File: config.mk
export PLATFORM = sky130hd
export DESIGN_NAME = reset_sequencer
export DESIGN_NICKNAME = d
export VERILOG_FILES = /design/src/rtl/rstseq_pkg.sv /design/src/rtl/btn_debounce.sv /design/src/rtl/reset_sequencer.sv
export SDC_FILE = /design/constraint.sdc
export NUM_CORES = 1
export LEC_CHECK = 0
export BUFFER_PORTS_ARGS = -buffer_cell sky130_fd_sc_hd__buf_2
export CAP_MARGIN = 20
export CORE_MARGIN = 3
export CORE_UTILIZATION = 51
export CTS_CLUSTER_DIAMETER = 120
export DETAILED_ROUTE_END_ITERATION = 16
export PLACE_DENSITY = 0.69
export SYNTH_ARGS = -nofsm -noshare
export SYNTH_HDL_FRONTEND = slang
export SYNTH_SLANG_ARGS = --single-unit
File: constraint.sdc
create_clock -name clock -period 2.5 [get_ports clock]
set_clock_uncertainty 0.1 [all_clocks]
set_input_delay 0.75 -clock clock [delete_from_list [all_inputs] [get_ports clock]]
set_output_delay 0.75 -clock clock [all_outputs]
set_load 0.01 [all_outputs]
File: src/rtl/rstseq_pkg.sv
// Shared types and constants for the board reset sequencer.
package rstseq_pkg;

  typedef enum logic [1:0] {
    ASSERT     = 2'd0,
    REL_PERIPH = 2'd1,
    RUN        = 2'd2
  } seq_state_e;

  localparam logic [1:0] CAUSE_POR = 2'b00;
  localparam logic [1:0] CAUSE_BTN = 2'b01;
  localparam logic [1:0] CAUSE_SW  = 2'b10;

endpackage

File: src/rtl/btn_debounce.sv
// Two-flop synchronizer plus debouncer for the raw reset button pin.
// The debounced level only flips after DEBOUNCE_CYCLES consecutive disagreeing samples.
module btn_debounce #(
  parameter int DEBOUNCE_CYCLES = 1000,
  parameter bit BTN_ACTIVE_LOW  = 1'b1
) (
  input  logic clock,
  input  logic reset,
  input  logic btn_in,
  output logic pressed
);

  localparam int CNT_W = $clog2(DEBOUNCE_CYCLES + 1);
  localparam logic RELEASED_LEVEL = BTN_ACTIVE_LOW ? 1'b1 : 1'b0;
  localparam logic [CNT_W-1:0] CNT_LAST = CNT_W'(DEBOUNCE_CYCLES - 1);

  logic sync1_q, sync2_q;
  logic pressed_q, pressed_d;
  logic [CNT_W-1:0] cnt_q, cnt_d;
  logic syncPressed;

  assign syncPressed = sync2_q ^ RELEASED_LEVEL;

  // The counter stops at CNT_LAST because the level flips there, so it never wraps.
  always_comb begin
    pressed_d = pressed_q;
    cnt_d     = '0;
    if (syncPressed != pressed_q) begin
      if (cnt_q == CNT_LAST) begin
        pressed_d = syncPressed;
      end else begin
        cnt_d = cnt_q + 1'b1;
      end
    end
  end

  always_ff @(posedge clock or posedge reset) begin
    if (reset) begin
      sync1_q   <= RELEASED_LEVEL;
      sync2_q   <= RELEASED_LEVEL;
      pressed_q <= 1'b0;
      cnt_q     <= '0;
    end else begin
      sync1_q   <= btn_in;
      sync2_q   <= sync1_q;
      pressed_q <= pressed_d;
      cnt_q     <= cnt_d;
    end
  end

  assign pressed = pressed_q;

endmodule

File: src/rtl/reset_sequencer.sv
// Ordered reset release: peripherals leave reset STAGE_GAP cycles before the CPU.
// Define RSTSEQ_SWREQ_EN to honour sw_reset_req; otherwise that port has no loads.
module reset_sequencer
  import rstseq_pkg::*;
#(
  parameter int DEBOUNCE_CYCLES = 1000,
  parameter int HOLD_CYCLES     = 16,
  parameter int STAGE_GAP       = 4,
  parameter bit BTN_ACTIVE_LOW  = 1'b1
) (
  input  logic       clock,
  input  logic       reset,
  input  logic       btn_in,
  input  logic       sw_reset_req,
  output logic       periph_reset,
  output logic       cpu_reset,
  output logic [1:0] reset_cause,
  output logic       seq_busy
);

  localparam int CNT_MAX = (HOLD_CYCLES > STAGE_GAP) ? HOLD_CYCLES : STAGE_GAP;
  localparam int CNT_W   = $clog2(CNT_MAX + 1);
  localparam logic [CNT_W-1:0] CNT_SAT   = CNT_W'(CNT_MAX);
  localparam logic [CNT_W-1:0] HOLD_LAST = CNT_W'(HOLD_CYCLES - 1);
  localparam logic [CNT_W-1:0] GAP_LAST  = CNT_W'(STAGE_GAP - 1);

  seq_state_e       state_q;
  logic [CNT_W-1:0] cnt_q;
  logic             periph_q;
  logic             cpu_q;
  logic [1:0]       cause_q;
  logic             busy_q;
  logic             btnPressed;
  logic             swAccept;

  btn_debounce #(
    .DEBOUNCE_CYCLES(DEBOUNCE_CYCLES),
    .BTN_ACTIVE_LOW (BTN_ACTIVE_LOW)
  ) u_btn_debounce (
    .clock  (clock),
    .reset  (reset),
    .btn_in (btn_in),
    .pressed(btnPressed)
  );

`ifdef RSTSEQ_SWREQ_EN
  assign swAccept = sw_reset_req && (state_q == RUN);
`else
  logic unusedSwReq;
  assign unusedSwReq = sw_reset_req;
  assign swAccept    = 1'b0;
`endif

  // Button outranks the software request when both arrive in the same cycle.
  always_ff @(posedge clock or posedge reset) begin
    if (reset) begin
      state_q  <= ASSERT;
      cnt_q    <= '0;
      periph_q <= 1'b1;
      cpu_q    <= 1'b1;
      cause_q  <= CAUSE_POR;
      busy_q   <= 1'b1;
    end else if (btnPressed) begin
      state_q  <= ASSERT;
      cnt_q    <= '0;
      periph_q <= 1'b1;
      cpu_q    <= 1'b1;
      cause_q  <= CAUSE_BTN;
      busy_q   <= 1'b1;
    end else if (swAccept) begin
      state_q  <= ASSERT;
      cnt_q    <= '0;
      periph_q <= 1'b1;
      cpu_q    <= 1'b1;
      cause_q  <= CAUSE_SW;
      busy_q   <= 1'b1;
    end else begin
      case (state_q)
        ASSERT: begin
          if (cnt_q == HOLD_LAST) begin
            state_q  <= REL_PERIPH;
            cnt_q    <= '0;
            periph_q <= 1'b0;
          end else if (cnt_q != CNT_SAT) begin
            cnt_q <= cnt_q + 1'b1;
          end
        end
        REL_PERIPH: begin
          if (cnt_q == GAP_LAST) begin
            state_q <= RUN;
            cnt_q   <= '0;
            cpu_q   <= 1'b0;
            busy_q  <= 1'b0;
          end else if (cnt_q != CNT_SAT) begin
            cnt_q <= cnt_q + 1'b1;
          end
        end
        RUN: begin
          cnt_q <= '0;
        end
        default: begin
          state_q  <= ASSERT;
          cnt_q    <= '0;
          periph_q <= 1'b1;
          cpu_q    <= 1'b1;
          busy_q   <= 1'b1;
        end
      endcase
    end
  end

  assign periph_reset = periph_q;
  assign cpu_reset    = cpu_q;
  assign reset_cause  = cause_q;
  assign seq_busy     = busy_q;

endmodule

==> impl_results.md, run 1 <==
* Synth cell count leaders: 20 x nor2_1, 19 x dfrtp_1, 10 x inv_1
* CP Capture Type: flop
* LEAKAGE at 0.578 nW
* Vias in the first global route at 846
* Seq/Total Area, Yosys at between 40 and 50%
* Area of the multi-input gates at 543 sq um
* DRT Pass-1 Iters at 4
* Core area at 2080 sq um
* Yosys reg bits at 23
* Initial Utilization at between 50% and 60%
* Tcrit/Tclk final at 78.9%
* Final HPWL DP at 1.37 mm
* Crit Path Category: reg -> reg
* Clk buf depth at 2
* Share of flip-flops with an asynchronous set or reset at 100%
* Ys Warns at 0
* Clock slew at reported path FFs at 130 ps
* Nets@finish at 137
* P&R area growth vs syn at 6.01%
* Gpl congestion at 0.774
* Share of cells above drive strength 1 at between 10% and 20%
* CP arrival at 2080 ps
* Status: finished clean
* Clk sink count at 23
* WP data required at between 2000 and 3000 ps
* Row count at 16
* Grt total ovfl at 0
* Fill count at 199
* Initial antenna violation count at 0
* Vias at between 800 and 900
* Crit path max fanout at 9
* Post-placement cell count at approximately 150
* Post-route insts no fill at 151
* Maximum clock rate at 507 MHz
* Synth Flop Type: dfrtp_1
* Worst-path cell chain: ha_1, or4b_4, a22oi_4, o21ai_1, a22o_1
* Final min period at a little under 2000 ps
* Total CTS buffers at 3
* Largest cells by area after synthesis: dfrtp_1 40%, dfstp_2 8.9%, ha_1 8.4%
* Top cell type's share of synthesized area at 40.0%
* Final Max Slew Viols at 0
* Pwr Density at 461 nW/um^2
* Distinct cells, synth at 36
* Power Total at between 0.0005 and 0.0006 W
* H-tree levels at 1
* Global-route usage over all layers at 17.2%
* Starting DRT DRC Count at 6
* CP max stage delay at 500 ps
* Final ANT Viol Nets at 0
* Setup WS post-layout at 528 ps
* Post-CTS setup buffers at 0
* Worst Tran Pin Value at 536 ps
* Vias per cell at 5.38
* Setup Viol. Count Final at 0
* # hold bufs at CTS at 0
* Final wirelength at 1.95 mm
* Syn Inst Count at 118
* Slowest-stage cell, CP: or4b_4
* Post-synth EDFFs at 0
* Die W at 54.3 um
* RSZ-0062 raised after global routing: false
* Synth Area per Inst at slightly above 10 sq um
* Max VDD drop at 0.327 mV
* Top-count cell post-synth: nor2_1
* PortBufs at 6
* Post-layout util at 60.5%
* DR WL/cell at ~13 um
* Syn_nets at 130
* Total negative setup slack at 0 ps
* DRC violations left at 0
* Ant diodes at 0
* Synthesized area at 1190 sq um
* CTS root buf: clkbuf_4
* # resized after CTS at 0
* Register area at around 580 sq um
* First-pass GRT wire length at 3.62 mm
* Worst Hold Class: reg -> reg
* Largest net degree at the start of global routing at 24
* Max-Cap Viols at 0
* Max-slew headroom at 64.0%
* Fin. Hold Viols at 0
* Ports at 9
* CTS tree: yes
* Worst setup SP type: flop
* Die area at a little under 3000 sq um
* Post-synth top area cell: dfrtp_1
* Clk_lat worst skew at 310 ps
* Setup WS pre-CTS at 555 ps
* Die Y at 54.3 um
==> report_power, final <==
group	switching (W)	internal (W)
logic	0.0000150	0.00000733
registers	0.00000557	0.000379
clock network	0.000111	0.0000623
total	0.000132	0.000449
==> logic make-up after synthesis <==
| family | share of synthesized area (%) |
|---|---|
| muxes | 0.843 |
| other | 0.316 |
| AOI/OAI and AO/OA | 9.59 |
| adders and majority gates | 8.43 |
| DFF | 48.9 |
| buffers and inverters | 5.37 |
| xor gates and xnor gates | 7.38 |
| and+or+nand+nor | 19.2 |
==> sequential cells by signal, indices dropped and copies added (netlist names) <==
register                count
state_q                     2
u_btn_debounce.pressed      1
reset_cause                 1
seq_busy                    1
u_btn_debounce.sync2_q      1
cnt_q                       5
u_btn_debounce.cnt_q       10
periph_reset                1
u_btn_debounce.sync1_q      1
==> path summary, 6_finish.rpt <==
| check | startpoint | slack (ps) | cells past startpoint | end |
|---|---|---|---|---|
| worst max-delay path | cnt_q[1]$_DFF_PP0_ | 530 | 5 | state_q[1]$_DFFE_PP0P_ |
| max in group asynchronous | reset | 1670 | 3 | u_btn_debounce.sync2_q$_DFF_PP1_ |
| worst min register to register | u_btn_debounce.sync1_q$_DFF_PP1_ | 270 | 0 | u_btn_debounce.sync2_q$_DFF_PP1_ |
| worst min-delay path | u_btn_debounce.sync1_q$_DFF_PP1_ | 270 | 0 | u_btn_debounce.sync2_q$_DFF_PP1_ |
| min in group asynchronous | reset | 350 | 3 | cnt_q[3]$_DFF_PP0_ |
| worst max register to register | cnt_q[1]$_DFF_PP0_ | 530 | 5 | state_q[1]$_DFFE_PP0P_ |
==> through the flow <==
| step | hold WS, ps | instance area [sq um] |
|---|---|---|
| 2_1_floorplan | 245 | 1190 |
| 3_3_place_gp | 247 | 1230 |
| 3_5_place_dp | 250 | 1230 |
| 4_1_cts | 268 | 1260 |
| 5_1_grt | 273 | 1260 |
| 6_report | 268 | 1260 |
==> area by class of cell <==
class | count | area share [%]
Sequential cell | 23 | 46.1
Clock buffer | 4 | 2.09
Tap cell | 27 | 2.68
Multi-Input combinational cell | 80 | 43.1
Inverter | 10 | 2.98
Timing Repair Buffer | 7 | 2.98
==> critical path: cells and delay by family (launching register included) <==
| family | cells | cell delay, ps |
|---|---|---|
| AOI/OAI and AO/OA | 3 | 650 |
| and+or+nand+nor | 1 | 500 |
| DFF | 1 | 410 |
| adders and majority gates | 1 | 210 |
==> layer usage <==
metal / up-vias / track usage [%] / wire, um
li1: 406 / - / -
met1: 394 / 22.5 / 937
met2: 9 / 27.1 / 922
met3: 4 / 3.27 / 44
met4: 0 / 8.71 / 42
met5: - / 0 / 0
==> layout by cell type (no fill, tap or decap), types with 2 or more instances in the layout <==
| cell type | synthesis | layout |
|---|---|---|
| o21ai_0 | 2 | 2 |
| xor2_1 | 4 | 4 |
| nand2_1 | 4 | 4 |
| nand4_1 | 4 | 4 |
| buf_2 | 0 | 6 |
| nor2_1 | 20 | 20 |
| nor3_1 | 4 | 4 |
| nand3_1 | 4 | 4 |
| clkbuf_4 | 0 | 3 |
| dfrtp_1 | 19 | 19 |
| ha_1 | 8 | 8 |
| dfstp_2 | 4 | 4 |
| a21oi_1 | 3 | 3 |
| inv_1 | 10 | 10 |
| xnor2_1 | 6 | 6 |
Note: power is estimated with default switching activity, not from simulation.
==> run 2: changes to the inputs <==
--- a/config.mk
+++ b/config.mk
@@ -5,13 +5,14 @@
 export SDC_FILE = /design/constraint.sdc
 export NUM_CORES = 1
 export LEC_CHECK = 0
+export ABC_AREA = 1
 export BUFFER_PORTS_ARGS = -buffer_cell sky130_fd_sc_hd__buf_2
 export CAP_MARGIN = 20
 export CORE_MARGIN = 3
 export CORE_UTILIZATION = 51
 export CTS_CLUSTER_DIAMETER = 120
 export DETAILED_ROUTE_END_ITERATION = 16
-export PLACE_DENSITY = 0.69
+export PLACE_DENSITY = 0.72
 export SYNTH_ARGS = -nofsm -noshare
 export SYNTH_HDL_FRONTEND = slang
 export SYNTH_SLANG_ARGS = --single-unit
==> constraint.sdc (replaced) <==
create_clock -name clock -period 1.6 [get_ports clock]
set_clock_uncertainty 0.1 [all_clocks]
set_input_delay 0.48 -clock clock [delete_from_list [all_inputs] [get_ports clock]]
set_output_delay 0.48 -clock clock [all_outputs]
set_load 0.01 [all_outputs]
==> run 2 against run 1 <==
  * Via count grew 9.7%
  * First-iteration DRC count grew to 2.8 times the previous value
  * Critical path depth shrank 4
  * Global-route usage shrank 3.0 points
  * Clock power grew 49%
  * Flip-flop and latch count is the same
  * Hold slack lost 180 ps
  * Critical endpoint is now cpu_reset
  * Largest power group unchanged
==> impl_results.md, run 2 <==
* Final min period at 1560 ps
* Slowest-stage cell, CP: dfstp_2
* Most frequent cells in the layout: 21 x inv_1, 19 x nand2_1, 19 x dfrtp_1
* Max VDD drop at 0.464 mV (+42%)
* Initial Utilization at 55.0% (-2.0 points)
* Pwr Density at 640 nW/um^2 (+39%)
* LEAKAGE at 0.686 nW (+19%)
* Internal power at 0.000701 W (+56%)
* Clock Power Share at 29.0% (-0.9 points)
* RSZ-0062 raised after global routing: true
* Combinational share of power at 4.0% (+0.2 points)
* Critical path buffer and inverter count at 1 (+1)
* Initial antenna violation count at 0 (unchanged)
* Share of flip-flops with an asynchronous set or reset at 100% (unchanged)
* Synth cell count leaders: 21 x inv_1, 21 x nand2_1, 19 x dfrtp_1
* Yosys reg bits at 23 (unchanged)
* Top reg by flops: u_btn_debounce.cnt_q
* Post-synth EDFFs at 0 (unchanged)
* Crit Path Category: reg -> out
* Top cell type's share of synthesized area at 38.3% (-1.7 points)
* Worst Hold Class: in -> async
* H-tree levels at 1 (unchanged)
* Share of cells above drive strength 1 at 28.5% (+13 points)
* Vias per cell at 4.98 (-7.4%)
* PortBufs at 6 (unchanged)
* Die W at 55.3 um (+2.0%)
* Ports at 9 (unchanged)
* Clk_lat worst skew at 300 ps (about the same)
* DRC violations left at 0 (unchanged)
* CTS root buf: clkbuf_4
* Setup Viol. Count Final at 0 (unchanged)
* Fin. Hold Viols at 0 (unchanged)
* DP Area at 1310 sq um (+6.3%)
* Sequential Power Share at 67.0% (+0.8 points)
* CP max stage delay at 550 ps (+50 ps)
* Seq/Total Area, Yosys at 46.8% (-2.1 points)
* Vias in the first global route at 844 (-0.24%)
* Nets@finish at 164 (+20%)
* FF-to-FF Start: cnt_q[0]$_DFF_PP0_
* Final Max Slew Viols at 0 (unchanged)
* Setup WS post-layout at 42.0 ps (-486 ps)
* Grt total ovfl at 0 (unchanged)
* WP data required at 1020 ps (-1590 ps)
* Synthesized area at 1240 sq um (+4.5%)
* Clock slew at reported path FFs at 120 ps (about the same)
* Syn Inst Count at 139 (+18%)
* Distinct cells, synth at 31 (-14%)
* Worst-path cell chain: buf_2
* Largest net degree at the start of global routing at 24 (unchanged)
* Vias at 892 (+9.7%)
* DR WL/cell at 11.2 um (-13%)
* Switching power total at 0.000192 W (+46%)
* Final HPWL DP at 1.50 mm (+9.8%)
* Die area at 3060 sq um (+4.0%)
* R2R depth at 7 (+2)
* Maximum clock rate at 642 MHz
* First-pass GRT wire length at 3.48 mm (-3.8%)
* DRT Pass-1 Iters at 4 (unchanged)
* Setup WS pre-CTS at 4.68 ps (-550 ps)
* Core area at 2250 sq um (+8.3%)
* Max-Cap Viols at 0 (unchanged)
* Syn_nets at 151 (+16%)
* Clk sink count at 23 (unchanged)
* Layout Cell Area excl Fill at 1400 sq um (+11%)
* Die Y at 55.3 um (+2.0%)
* Switching share of power at 21.5% (-1.2 points)
* Ys Warns at 0 (unchanged)
* Most common library cell in the layout ignoring fill and taps: inv_1
* Final ANT Viol Nets at 0 (unchanged)
* Gpl congestion at 0.867 (+12%)
* Synth Flop Type: dfrtp_1
* Tcrit/Tclk final at 97.4%
* Crit path max fanout at 3 (-6)
* Top Family by Delay on Critical Path: flip-flops
* P&R area growth vs syn at 12.4%
* Max reg flops at 10 (unchanged)
* Final wirelength at 2.00 mm (+2.7%)
* Reg2reg end: cnt_q[0]$_DFF_PP0_
* Reg2reg setup slack at 80 ps (-450 ps)
* CP Capture Type: output port
* CP arrival at 980 ps (-1100 ps)
* Row count at 17 (+1)
* Worst setup SP type: flop
* Starting DRT DRC Count at 17 (+11)
* Biggest regs: u_btn_debounce.cnt_q: 10 flops, cnt_q: 5 flops, state_q: 2 flops
* Global-route usage over all layers at 14.2% (-3.0 points)
* Synth Area per Inst at 8.93 sq um (-11%)
* CTS tree: yes
* Largest cells by area after synthesis: dfrtp_1 38%, dfstp_2 8.5%, ha_1 8.1%
* Total CTS buffers at 3 (unchanged)
* Post-synth top area cell: dfrtp_1
* Total negative setup slack at 0 ps (unchanged)
* Clk buf depth at 2 (unchanged)
* Status: finished clean
* Ant diodes at 0 (unchanged)
[run 2: cell type report]
class	instances	area, sq um
well taps	28	35.0
fillers	190	860
multi-input cells	90	593
repair buffers	11	73.8
clock buffers	4	26.3
inverters	23	86.3
flip-flops and latches	23	581
[run 2: timing repair]
action / CTS / global route
hold buffers: 0 / 0
pin swaps: 1 / 2
resized for setup: 1 / 12
endpoints found under the setup margin: 2 / 9
setup buffers: 0 / 1
[run 2: how the worst max path moves through the flow]
stage | depth (start not counted) | start | to | slack, ps
2_1_floorplan | 8 | cnt_q[0]$_DFF_PP0_ | state_q[0]$_DFFE_PP0P_ | 50
3_3_place_gp | 8 | cnt_q[0]$_DFF_PP0_ | state_q[1]$_DFFE_PP0P_ | 40
3_5_place_dp | 8 | cnt_q[0]$_DFF_PP0_ | state_q[0]$_DFFE_PP0P_ | 5
4_1_cts | 6 | cnt_q[0]$_DFF_PP0_ | cnt_q[2]$_DFF_PP0_ | 7
5_1_grt | 1 | seq_busy$_DFFE_PP1P_ | cpu_reset | -8
6_report | 1 | seq_busy$_DFFE_PP1P_ | cpu_reset | 40
[run 2: kinds of logic after synthesis]
logic type / share of synthesized area [%]
fa+ha+maj: 8.06
xor+xnor: 5.54
simple gates: 26.5
flops: 46.8
other cells: 0.302
buf+inv: 9.07
compound gates: 3.73
[run 2: routing by layer]
| metal | vias to the layer above | share of wire (%) | global-route usage, % |
|---|---|---|---|
| li1 | 458 | - | - |
| met1 | 416 | 48 | 17.5 |
| met2 | 14 | 46 | 23.3 |
| met3 | 4 | 2.6 | 2.10 |
| met4 | 0 | 2.5 | 8.33 |
| met5 | - | 0 | 0 |
[run 2: power groups by stage]
stage,combinational [W],sequential (W),clock (W)
2_1_floorplan,0.0000285,0.000608,0
3_3_place_gp,0.0000359,0.000609,0
3_5_place_dp,0.0000367,0.000610,0
4_1_cts,0.0000369,0.000599,0.000275
5_1_grt,0.0000422,0.000600,0.000304
6_report,0.0000357,0.000599,0.000259
[run 2: per-stage QoR]
step	cells	power [W]	utilization [%]	hold WS, ps
after global routing	179	0.000947	61.9	102
after detailed placement	174	0.000646	58.1	252
after CTS	178	0.000911	59.5	80.0
final	179	0.000893	61.9	84.9
after floorplan	139	0.000636	-	245
after global placement	174	0.000645	58.1	251
==> run 3: changes to the inputs <==
--- a/config.mk
+++ b/config.mk
@@ -5,7 +5,6 @@
 export SDC_FILE = /design/constraint.sdc
 export NUM_CORES = 1
 export LEC_CHECK = 0
-export ABC_AREA = 1
 export BUFFER_PORTS_ARGS = -buffer_cell sky130_fd_sc_hd__buf_2
 export CAP_MARGIN = 20
 export CORE_MARGIN = 3
==> run 3 against run 2 <==
  * The flow now finishes with violations (negative setup slack)
  * Global-route usage rose by 2.5 points
  * Flip-flop and latch count did not move
  * Register-to-register slack got worse by 260 ps
  * Count of clock-buffer cells in the layout fell by 1
  * Largest power group unchanged
==> impl_results.md, run 3 (same netlist as run 1, synthesis figures left out) <==
* CTS root buf: clkbuf_4
* DRC violations left at 0 (unchanged)
* CP max stage delay at 480 ps (-70 ps)
* Pwr Density at 629 nW/um^2 (-1.7%)
* Vias per cell at 5.23 (+4.9%)
* Setup Viol. Count Final at 8 (+8)
* CP arrival at 1880 ps (+900 ps)
* Final ANT Viol Nets at 0 (unchanged)
* Starting DRT DRC Count at 10 (-7)
* Top Family by Delay on Critical Path: compound AO/OA/AOI/OAI gates
* H-tree levels at 1 (unchanged)
* DP Area at 1340 sq um (+2.3%)
* Die Y at 54.3 um (-2.0%)
* Share of cells above drive strength 1 at 32.6% (+4.1 points)
* Clk_lat worst skew at 310 ps (about the same)
* First-pass GRT wire length at 3.56 mm (+2.4%)
* Crit path max fanout at 5 (+2)
* Die W at 54.3 um (-2.0%)
* Final wirelength at 2.05 mm (+2.7%)
* # hold bufs at CTS at 0 (unchanged)
* CP Capture Type: flop
* DRT Pass-1 Iters at 4 (unchanged)
* Most frequent cells in the layout: 19 x dfrtp_1, 18 x nor2_1, 18 x buf_4
* Clk buf depth at 2 (unchanged)
* Biggest regs: u_btn_debounce.cnt_q: 10 flops, cnt_q: 5 flops, state_q: 2 flops
* Gpl congestion at 0.792 (-8.7%)
* Final HPWL DP at 1.50 mm (+0.21%)
* Critical path buffer and inverter count at 0 (-1)
* FF-to-FF Start: cnt_q[1]$_DFF_PP0_
* Critical Path Start: cnt_q[1]$_DFF_PP0_
* Largest net degree at the start of global routing at 24 (unchanged)
* Max reg flops at 10 (unchanged)
* Most common library cell in the layout ignoring fill and taps: dfrtp_1
* Layout Cell Area excl Fill at 1440 sq um (+3.3%)
* Worst Hold Class: in -> async
* Crit Path Category: reg -> reg
* Clock slew at reported path FFs at 130 ps (about the same)
* Maximum clock rate at 562 MHz (-12%)
* Core area at 2080 sq um (-7.7%)
* Die area at 2940 sq um (-3.9%)
* CTS tree: yes
* P&R area growth vs syn at 21.4%
* LEAKAGE at 0.673 nW (-1.9%)
* DR WL/cell at 12.2 um (+9.4%)
* Grt total ovfl at 0 (unchanged)
* Post-layout util at 69.2% (+7.4 points)
* Slowest-stage cell, CP: or4b_4
* Ports at 9 (unchanged)
* Vias at 878 (-1.6%)
* Max VDD drop at 0.488 mV (+5.2%)
* Final Max Slew Viols at 0 (unchanged)
* Fin. Hold Viols at 0 (unchanged)
* RSZ-0062 raised after global routing: true
* Top reg by flops: u_btn_debounce.cnt_q
* Max-Cap Viols at 0 (unchanged)
* Clk sink count at 23 (unchanged)
* Total CTS buffers at 3 (unchanged)
* Nets@finish at 154 (-6.1%)
* Failing checks: negative setup slack
* Initial antenna violation count at 0 (unchanged)
* WP data required at 1710 ps (+690 ps)
* Tcrit/Tclk final at 111% (+14 points)
* Status: finished with violations
* Ant diodes at 0 (unchanged)
* Row count at 16 (-1)
* PortBufs at 6 (unchanged)
* Global-route usage over all layers at 16.7% (+2.5 points)
* Initial Utilization at 57.0% (+2.0 points)
* Vias in the first global route at 863 (+2.3%)
* Final min period at 1780 ps (+221 ps)
* Worst-path cell chain: ha_2, or4b_4, a22oi_4, o21ai_2, a22o_1
* Setup WS post-layout at -179 ps (-221 ps)
* Worst setup SP type: flop
[run 3: cell types whose count changed in the layout (fill, tap and decap cells not counted), sizes merged, moves of 2 or more]
cell,before,now
nand2,26,4
buf,11,24
inv,23,10
nand3,9,4
xnor2,3,6
nor3,2,4
[run 3: per-layer routing]
metal / vias to the layer above / track usage (%) / routed length (um)
met5: - / 0 / 0
met2: 10 / 27.9 / 1010
li1: 442 / - / -
met1: 424 / 21.3 / 983
met3: 2 / 2.45 / 51
met4: 0 / 7.47 / 13
[run 3: layout make-up]
| cell class | instances | area (sq um) |
|---|---|---|
| flip-flops and latches | 23 | 581 |
| multi-input cells | 80 | 578 |
| clock inverters | 1 | 5.00 |
| clock buffers | 3 | 22.5 |
| well taps | 27 | 33.8 |
| repair buffers | 24 | 184 |
| inverters | 10 | 37.5 |
| fillers | 176 | 641 |
[run 3: final timing paths]
path / to / slack (ps) / cells past startpoint
worst max-delay path: state_q[1]$_DFFE_PP0P_ / -180 / 5
worst min-delay path: u_btn_debounce.cnt_q[7]$_DFF_PP0_ / 80 / 3
worst max register to register: state_q[1]$_DFFE_PP0P_ / -180 / 5
worst min register to register: u_btn_debounce.sync2_q$_DFF_PP1_ / 270 / 0
max in group asynchronous: seq_busy$_DFFE_PP1P_ / 1040 / 3
min in group clock: u_btn_debounce.sync1_q$_DFF_PP1_ / 160 / 1
[run 3: through the flow]
stage               hold slack (ps)  power (W)  worst slack (ps)  setup TNS, ps  instances
finish                         83.1   0.000907              -179          -1080        168
global route                   85.1   0.000953              -262          -1800        168
CTS                            79.9   0.000924              -182           -906        166
detailed placement              253   0.000653              -196           -898        161
global placement                248   0.000651              -129           -594        161
floorplan                       245   0.000637              -164           -248        118
[run 3: worst min-delay path: stages]
cell	delay [ps]
buf_2	90
inv_1	40
buf_4	280
[run 3: where the power goes]
group | total [W] | internal [W] | switching, W | leakage, nW
Clock | 0.000266 | 0.0000932 | 0.000173 | 0.0177
Combinational | 0.0000410 | 0.0000161 | 0.0000248 | 0.356
Sequential | 0.000600 | 0.000592 | 0.00000806 | 0.299
[run 3: timing repair]
| action | 4_1_cts | 5_1_grt |
|---|---|---|
| endpoints found under the setup margin | 10 | 12 |
| pin swaps | 1 | 2 |
| setup buffers | 1 | 2 |
| resized for setup | 1 | 11 |
